### src/rtl/riscv_pkg.sv
// rtl/riscv_pkg.sv - shared width constants and memory-arbiter state encoding
package riscv_pkg;

    localparam int XLEN = 32;
    localparam int BE_W = XLEN / 8;

    typedef enum logic [1:0] {
        MARB_IDLE = 2'd0,
        MARB_IF   = 2'd1,
        MARB_DM   = 2'd2
    } marb_state_e;

endpackage

### src/rtl/mem_watchdog.sv
// rtl/mem_watchdog.sv - busy-cycle counter that flags a stalled memory transaction
module mem_watchdog #(
    parameter int TMO_CYC = 255
) (
    input  logic iClk,
    input  logic nRst,
    input  logic i_clr,
    input  logic i_run,
    output logic o_expire
);

    localparam int CNT_W = $clog2(TMO_CYC + 1);
    localparam logic [CNT_W-1:0] LIMIT = CNT_W'(TMO_CYC - 1);

    logic [CNT_W-1:0] r_cnt;

    // Count value k-1 during the k-th busy cycle, so expiry lands on busy cycle TMO_CYC.
    always_ff @(posedge iClk or negedge nRst) begin
        if (!nRst) begin
            r_cnt <= '0;
        end else if (i_clr) begin
            r_cnt <= '0;
        end else if (i_run && !o_expire) begin
            r_cnt <= r_cnt + 1'b1;
        end
    end

    assign o_expire = i_run && (r_cnt == LIMIT);

endmodule

### src/rtl/mem_port_arbiter.sv
// rtl/mem_port_arbiter.sv - data-over-fetch arbiter for the single memory port
// Optional watchdog abort enabled by MEMARB_TIMEOUT_EN.
module mem_port_arbiter
    import riscv_pkg::*;
#(
    parameter int ADDR_W  = XLEN,
    parameter int DATA_W  = XLEN,
    parameter int TMO_CYC = 255
) (
    input  logic                iClk,
    input  logic                nRst,
    input  logic                iIF_Req,
    input  logic [ADDR_W-1:0]   iIF_Addr,
    output logic                oIF_Rdy,
    output logic [DATA_W-1:0]   oIF_Data,
    input  logic                iDM_Req,
    input  logic                iDM_We,
    input  logic [ADDR_W-1:0]   iDM_Addr,
    input  logic [DATA_W-1:0]   iDM_WData,
    input  logic [DATA_W/8-1:0] iDM_BE,
    output logic                oDM_Rdy,
    output logic [DATA_W-1:0]   oDM_RData,
    output logic                oMem_Req,
    output logic                oMem_We,
    output logic [ADDR_W-1:0]   oMem_Addr,
    output logic [DATA_W-1:0]   oMem_WData,
    output logic [DATA_W/8-1:0] oMem_BE,
    input  logic                iMem_Ack,
    input  logic [DATA_W-1:0]   iMem_RData,
    output logic                oBusErr
);

    marb_state_e         r_state;
    logic                r_mem_req;
    logic                r_mem_we;
    logic [ADDR_W-1:0]   r_mem_addr;
    logic [DATA_W-1:0]   r_mem_wdata;
    logic [DATA_W/8-1:0] r_mem_be;
    logic                r_if_rdy;
    logic [DATA_W-1:0]   r_if_data;
    logic                r_dm_rdy;
    logic [DATA_W-1:0]   r_dm_rdata;
    logic                r_bus_err;

    logic w_if_elig;
    logic w_dm_elig;
    logic w_grant;
    logic w_expire;

    // A port pulsing Rdy still holds its old Req this cycle; masking it prevents a re-issue.
    assign w_if_elig = iIF_Req && !r_if_rdy;
    assign w_dm_elig = iDM_Req && !r_dm_rdy;
    assign w_grant   = (r_state == MARB_IDLE) && (w_if_elig || w_dm_elig);

`ifdef MEMARB_TIMEOUT_EN
    mem_watchdog #(
        .TMO_CYC (TMO_CYC)
    ) u_watchdog (
        .iClk     (iClk),
        .nRst     (nRst),
        .i_clr    (w_grant),
        .i_run    (r_state != MARB_IDLE),
        .o_expire (w_expire)
    );
`else
    assign w_expire = 1'b0;
`endif

    always_ff @(posedge iClk or negedge nRst) begin
        if (!nRst) begin
            r_state     <= MARB_IDLE;
            r_mem_req   <= 1'b0;
            r_mem_we    <= 1'b0;
            r_mem_addr  <= '0;
            r_mem_wdata <= '0;
            r_mem_be    <= '0;
            r_if_rdy    <= 1'b0;
            r_if_data   <= '0;
            r_dm_rdy    <= 1'b0;
            r_dm_rdata  <= '0;
            r_bus_err   <= 1'b0;
        end else begin
            r_if_rdy  <= 1'b0;
            r_dm_rdy  <= 1'b0;
            r_bus_err <= 1'b0;
            case (r_state)
                MARB_IDLE: begin
                    if (w_dm_elig) begin
                        r_state     <= MARB_DM;
                        r_mem_req   <= 1'b1;
                        r_mem_we    <= iDM_We;
                        r_mem_addr  <= iDM_Addr;
                        r_mem_wdata <= iDM_WData;
                        r_mem_be    <= iDM_BE;
                    end else if (w_if_elig) begin
                        r_state     <= MARB_IF;
                        r_mem_req   <= 1'b1;
                        r_mem_we    <= 1'b0;
                        r_mem_addr  <= iIF_Addr;
                        r_mem_wdata <= '0;
                        r_mem_be    <= '1;
                    end
                end
                MARB_IF: begin
                    if (iMem_Ack || w_expire) begin
                        r_state   <= MARB_IDLE;
                        r_mem_req <= 1'b0;
                        r_if_rdy  <= 1'b1;
                        r_bus_err <= !iMem_Ack;
                        if (iMem_Ack) begin
                            r_if_data <= iMem_RData;
                        end
                    end
                end
                MARB_DM: begin
                    if (iMem_Ack || w_expire) begin
                        r_state   <= MARB_IDLE;
                        r_mem_req <= 1'b0;
                        r_dm_rdy  <= 1'b1;
                        r_bus_err <= !iMem_Ack;
                        if (iMem_Ack && !r_mem_we) begin
                            r_dm_rdata <= iMem_RData;
                        end
                    end
                end
                default: begin
                    r_state   <= MARB_IDLE;
                    r_mem_req <= 1'b0;
                end
            endcase
        end
    end

    assign oMem_Req   = r_mem_req;
    assign oMem_We    = r_mem_we;
    assign oMem_Addr  = r_mem_addr;
    assign oMem_WData = r_mem_wdata;
    assign oMem_BE    = r_mem_be;
    assign oIF_Rdy    = r_if_rdy;
    assign oIF_Data   = r_if_data;
    assign oDM_Rdy    = r_dm_rdy;
    assign oDM_RData  = r_dm_rdata;
    assign oBusErr    = r_bus_err;

endmodule
### config.mk
export PLATFORM = sky130hd
export DESIGN_NAME = mem_port_arbiter
export DESIGN_NICKNAME = d
export VERILOG_FILES = /design/src/rtl/riscv_pkg.sv /design/src/rtl/mem_watchdog.sv /design/src/rtl/mem_port_arbiter.sv
export SDC_FILE = /design/constraint.sdc
export NUM_CORES = 1
export LEC_CHECK = 0
export BUFFER_PORTS_ARGS = -buffer_cell sky130_fd_sc_hd__buf_2
export CAP_MARGIN = 20
export CORE_MARGIN = 5
export CORE_UTILIZATION = 30
export CTS_BUF_LIST = sky130_fd_sc_hd__clkbuf_16
export DETAILED_ROUTE_END_ITERATION = 6
export PLACE_DENSITY = 0.55
export SYNTH_ARGS = -nofsm -noshare
export SYNTH_HDL_FRONTEND = slang
export SYNTH_SLANG_ARGS = --single-unit
export TNS_END_PERCENT = 10
### constraint.sdc
create_clock -name iClk -period 1.64 [get_ports iClk]
set_input_delay 0.164 -clock iClk [delete_from_list [all_inputs] [get_ports iClk]]
set_output_delay 0.164 -clock iClk [all_outputs]
set_load 0.01 [all_outputs]
==> summary.txt <==
Placement
  – Placer Congestion: about 0.79
  – Cell area after placement: approximately 0.0076 mm^2
  – Cell count after placement: roughly 880
  – Count of input and output buffers: ~270
  – Detailed placement HPWL: 11.7 mm

Pwr
  – Leak Pwr: between 4 and 5 nW
  – Ratio of total power to cell area: between 1500 and 2000 mW/mm^2
  – Worst voltage drop across the vdd grid: 0.745 mV

Routing
  – Routed metal-1 wire length: around 6.9 mm
  – Count of nets left with antenna violations after detail routing: 0
  – DRC marker count from the first detailed-route iteration: between 90 and 100
  – Aggregate routed wire length: roughly 17 mm
  – Total vias in the final route: around 4300
  – Total length of routed met2 wires: 8.31 mm
  – Pre-Repair DR Iteration Count: 4
  – Vias per Instance: 4.38
  – Met3 wire len: between 1 and 1.5 mm
  – Number of remaining DRC errors: 0
  – Highest layer used for signal routing: met5
  – Detailed-route wire length per cell: about 17 um

Status
  – Run status: complete, no violations

Yosys
  – Most area-consuming cells after synthesis: sky130_fd_sc_hd__dfrtp_1 (59%), sky130_fd_sc_hd__mux2_4 (14%), sky130_fd_sc_hd__mux2_2 (14%)
  – Cells after synthesis: between 300 and 400
  – Syn nets: roughly 490
  – Largest area contributor in the synthesized netlist: sky130_fd_sc_hd__dfrtp_1
  – Mapped cell area: 0.00582 mm^2
  – Average size of a mapped cell: 16.5 um^2
  – Sequential-to-total area share from yosys stat: 59.3%
  – Yosys Warn Count: 0
  – Library cells used by synthesis: 27
  – Proportion of netlist area held by the largest area contributor: between 50% and 60%
  – Flop and latch count out of synthesis: approximately 140

CTS
  – Clk root buf: sky130_fd_sc_hd__clkbuf_16
  – CTS tree: done
  – Clock slew at reported path FFs: about 0.060 ns
  – H-tree levels: 4
  – Clock buffers created by TritonCTS: 17
  – Clock Path Buffers: 2
  – Clock network latency to the later pin of the worst-skew pair: roughly 0.4 ns
  – Sinks on Clock Net: 138

Critical path
  – Critical Setup Path Class: reg2reg
  – Critical path arrival: around 1.9 ns
  – Type of destination of the critical path: register
  – Critical path data required time: between 1.5 and 2 ns
  – Depth of the most critical reg-to-reg path: 6
  – Setup crit start kind: register
  – Worst-path fanout max: 11

STA
  – Final cycle utilization of the critical path: a little over nine tenths
  – Upper clock frequency limit: ~630 MHz
  – Fin crit period: 1.60 ns
  – Final number of hold-violating endpoints: 0
  – Max Slew Vio Count: 0
  – Post-Route Skew: between 0.003 and 0.004 ns
  – Setup Viol. Count Final: 0
  – Min Hold Slack: ~0.024 ns

Hold path
  – Min-Delay Path Class: in2reg
  – Min-Delay Path Depth: 2

Finish
  – Area taken by multi-input logic gates: 0.00216 mm^2
  – Layout cells sized above 1: 63.1%
  – Filler cell count in the final layout: around 1800
  – Number of nets in the layout: 853
  – Area delta synth->final: 53.9%
  – Post-layout util: between 40% and 50%
  – Antenna cells: 0
  – Final Non-Filler Cells: between 900 and 1000
  – Area taken by flip-flops and latches: between 0.003 and 0.004 mm^2
  – Non-Filler Cell Area, Final: 0.00896 mm^2

Global routing
  – Initial antenna violation count: 1
  – Total gr overflow: 0
  – Maximum number of pins on one net before global-route repair: 40
  – Global-route wire length before repair: between 20 and 30 mm
  – Total global routing track utilization: about 15%
  – Number of global-route vias before repair: roughly 4800

Flow run
  – Reported max-cap violation count: 0

Floorplan
  – Starting Density: a little under a third
  – Number of cell rows: 51
  – Io pins: 275
  – DIE AREA: between 0.02 and 0.025 mm^2
  – Core outline area: 0.0193 mm^2
  – Vertical die dimension: approximately 150 um
  – Die W: 149 um
## cell usage in the layout (no fill, tap or decap), types with 3 or more instances in the layout
master                          synthesis  routed
sky130_fd_sc_hd__dfrtp_1              138     138
sky130_fd_sc_hd__dlygate4sd3_1          0      69
sky130_fd_sc_hd__clkbuf_16              0      21
sky130_fd_sc_hd__mux2_4                56      56
sky130_fd_sc_hd__buf_2                 10     272
sky130_fd_sc_hd__inv_1                  3       3
sky130_fd_sc_hd__clkinv_4               0       3
sky130_fd_sc_hd__buf_12                 2      11
sky130_fd_sc_hd__o22a_1                 5       5
sky130_fd_sc_hd__ha_1                   3       3
sky130_fd_sc_hd__buf_4                  1       7
sky130_fd_sc_hd__clkinvlp_4             0       3
sky130_fd_sc_hd__a22o_1                33      33
sky130_fd_sc_hd__clkinv_2               0       3
sky130_fd_sc_hd__mux2_2                71      71
sky130_fd_sc_hd__a21oi_1                3       3
## repair_timing
| action | 4_1_cts | 5_1_grt |
|---|---|---|
| pin swaps | 0 | 0 |
| hold buffers | 68 | 1 |
| buffers inserted | 0 | 2 |
| resized for setup | 1 | 5 |
| setup endpoints to repair | 2 | 64 |
| gates cloned | 0 | 4 |
| hold endpoints to repair | 127 | 1 |
## sequential cells by signal (all words and copies together), names as in the netlist
name and cells:
oDM_RData 32, oDM_Rdy 1, oIF_Data 32, oIF_Rdy 1, oMem_Addr 32, oMem_BE 4
oMem_Req 1, oMem_WData 32, oMem_We 1, r_state 2
## layer usage
metal / vias to the layer above / track usage, %
met5: - / 0
met4: 2 / 4.71
met3: 14 / 5.80
met2: 180 / 24.6
met1: 2145 / 16.8
li1: 1994 / -
## cell families after synthesis
group,Yosys count,share of synthesized area (%)
other cells,1,0.0644
mux,128,28.4
flops,138,59.3
buf+inv,27,3.95
fa+ha+maj,3,0.645
compound gates,45,6.53
simple gates,10,1.14
## power breakdown
| part | switching (mW) | leakage [nW] | internal, mW |
|---|---|---|---|
| clock | 1.44 | 0.275 | 2.21 |
| sequential | 0.884 | 1.67 | 5.12 |
| combinational | 3.21 | 2.60 | 3.93 |
| total | 5.54 | 4.54 | 11.3 |
## critical path, cell delays in order (launching register included)
cell and delay, ns:
sky130_fd_sc_hd__dfrtp_1 0.41, sky130_fd_sc_hd__inv_2 0.09, sky130_fd_sc_hd__ha_1 0.17, sky130_fd_sc_hd__a21boi_4 0.20, sky130_fd_sc_hd__buf_12 0.14, sky130_fd_sc_hd__clkbuf_16 0.18
sky130_fd_sc_hd__mux2_4 0.30
## stage by stage
stage / TNS (ns) / setup slack (ns) / power, mW
floorplan: 0 / 0.0624 / 10.0
global placement: 0 / 0.0582 / 12.6
detailed placement: 0 / 0.0221 / 12.8
CTS: 0 / 0.0137 / 16.7
global route: -0.00948 / -0.00377 / 17.8
finish: 0 / 0.0440 / 16.8
## path summary, 6_finish.rpt
| check | slack (ns) | endpoint | from |
|---|---|---|---|
| setup / recovery | 0.04 | oMem_Addr[22] | r_state[0] |
| hold / removal | 0.02 | oDM_RData[13] | iMem_RData[13] |
| setup reg to reg | 0.04 | oMem_Addr[22] | r_state[0] |
| hold reg to reg | 0.50 | oDM_RData[16] | oDM_RData[16] |
| max in group asynchronous | 0.79 | oDM_RData[20] | nRst |
| min in group asynchronous | 0.28 | oMem_Addr[21] | nRst |
## cells in the mapped netlist
cell                         n
sky130_fd_sc_hd__o22a_1      5
sky130_fd_sc_hd__o21ai_0     1
sky130_fd_sc_hd__clkbuf_1    1
sky130_fd_sc_hd__mux2_4     56
sky130_fd_sc_hd__buf_2      10
sky130_fd_sc_hd__inv_1       3
sky130_fd_sc_hd__dfrtp_1   138
sky130_fd_sc_hd__a22o_1     33
sky130_fd_sc_hd__a21bo_1     1
sky130_fd_sc_hd__conb_1      1
sky130_fd_sc_hd__and2b_1     1
sky130_fd_sc_hd__a21oi_1     3
sky130_fd_sc_hd__ha_1        3
sky130_fd_sc_hd__buf_12      2
sky130_fd_sc_hd__buf_6       6
sky130_fd_sc_hd__nor2b_1     2
sky130_fd_sc_hd__nand2b_1    2
sky130_fd_sc_hd__buf_4       1
sky130_fd_sc_hd__nand2b_4    1
sky130_fd_sc_hd__mux2_1      1
sky130_fd_sc_hd__o22ai_1     1
sky130_fd_sc_hd__clkbuf_2    1
sky130_fd_sc_hd__nand2_1     2
sky130_fd_sc_hd__mux2_2     71
sky130_fd_sc_hd__buf_8       3
sky130_fd_sc_hd__a21boi_2    1
sky130_fd_sc_hd__and2_1      2
## layout make-up
cell class,count,area share (%)
Clock buffer,17,4.75
Clock inverter,14,1.51
Inverter,3,0.126
Multi-Input combinational cell,187,24.1
Sequential cell,138,38.5
Tap cell,265,3.70
Timing Repair Buffer,365,27.3
No activity file was read; power rests on OpenSTA's default activity.
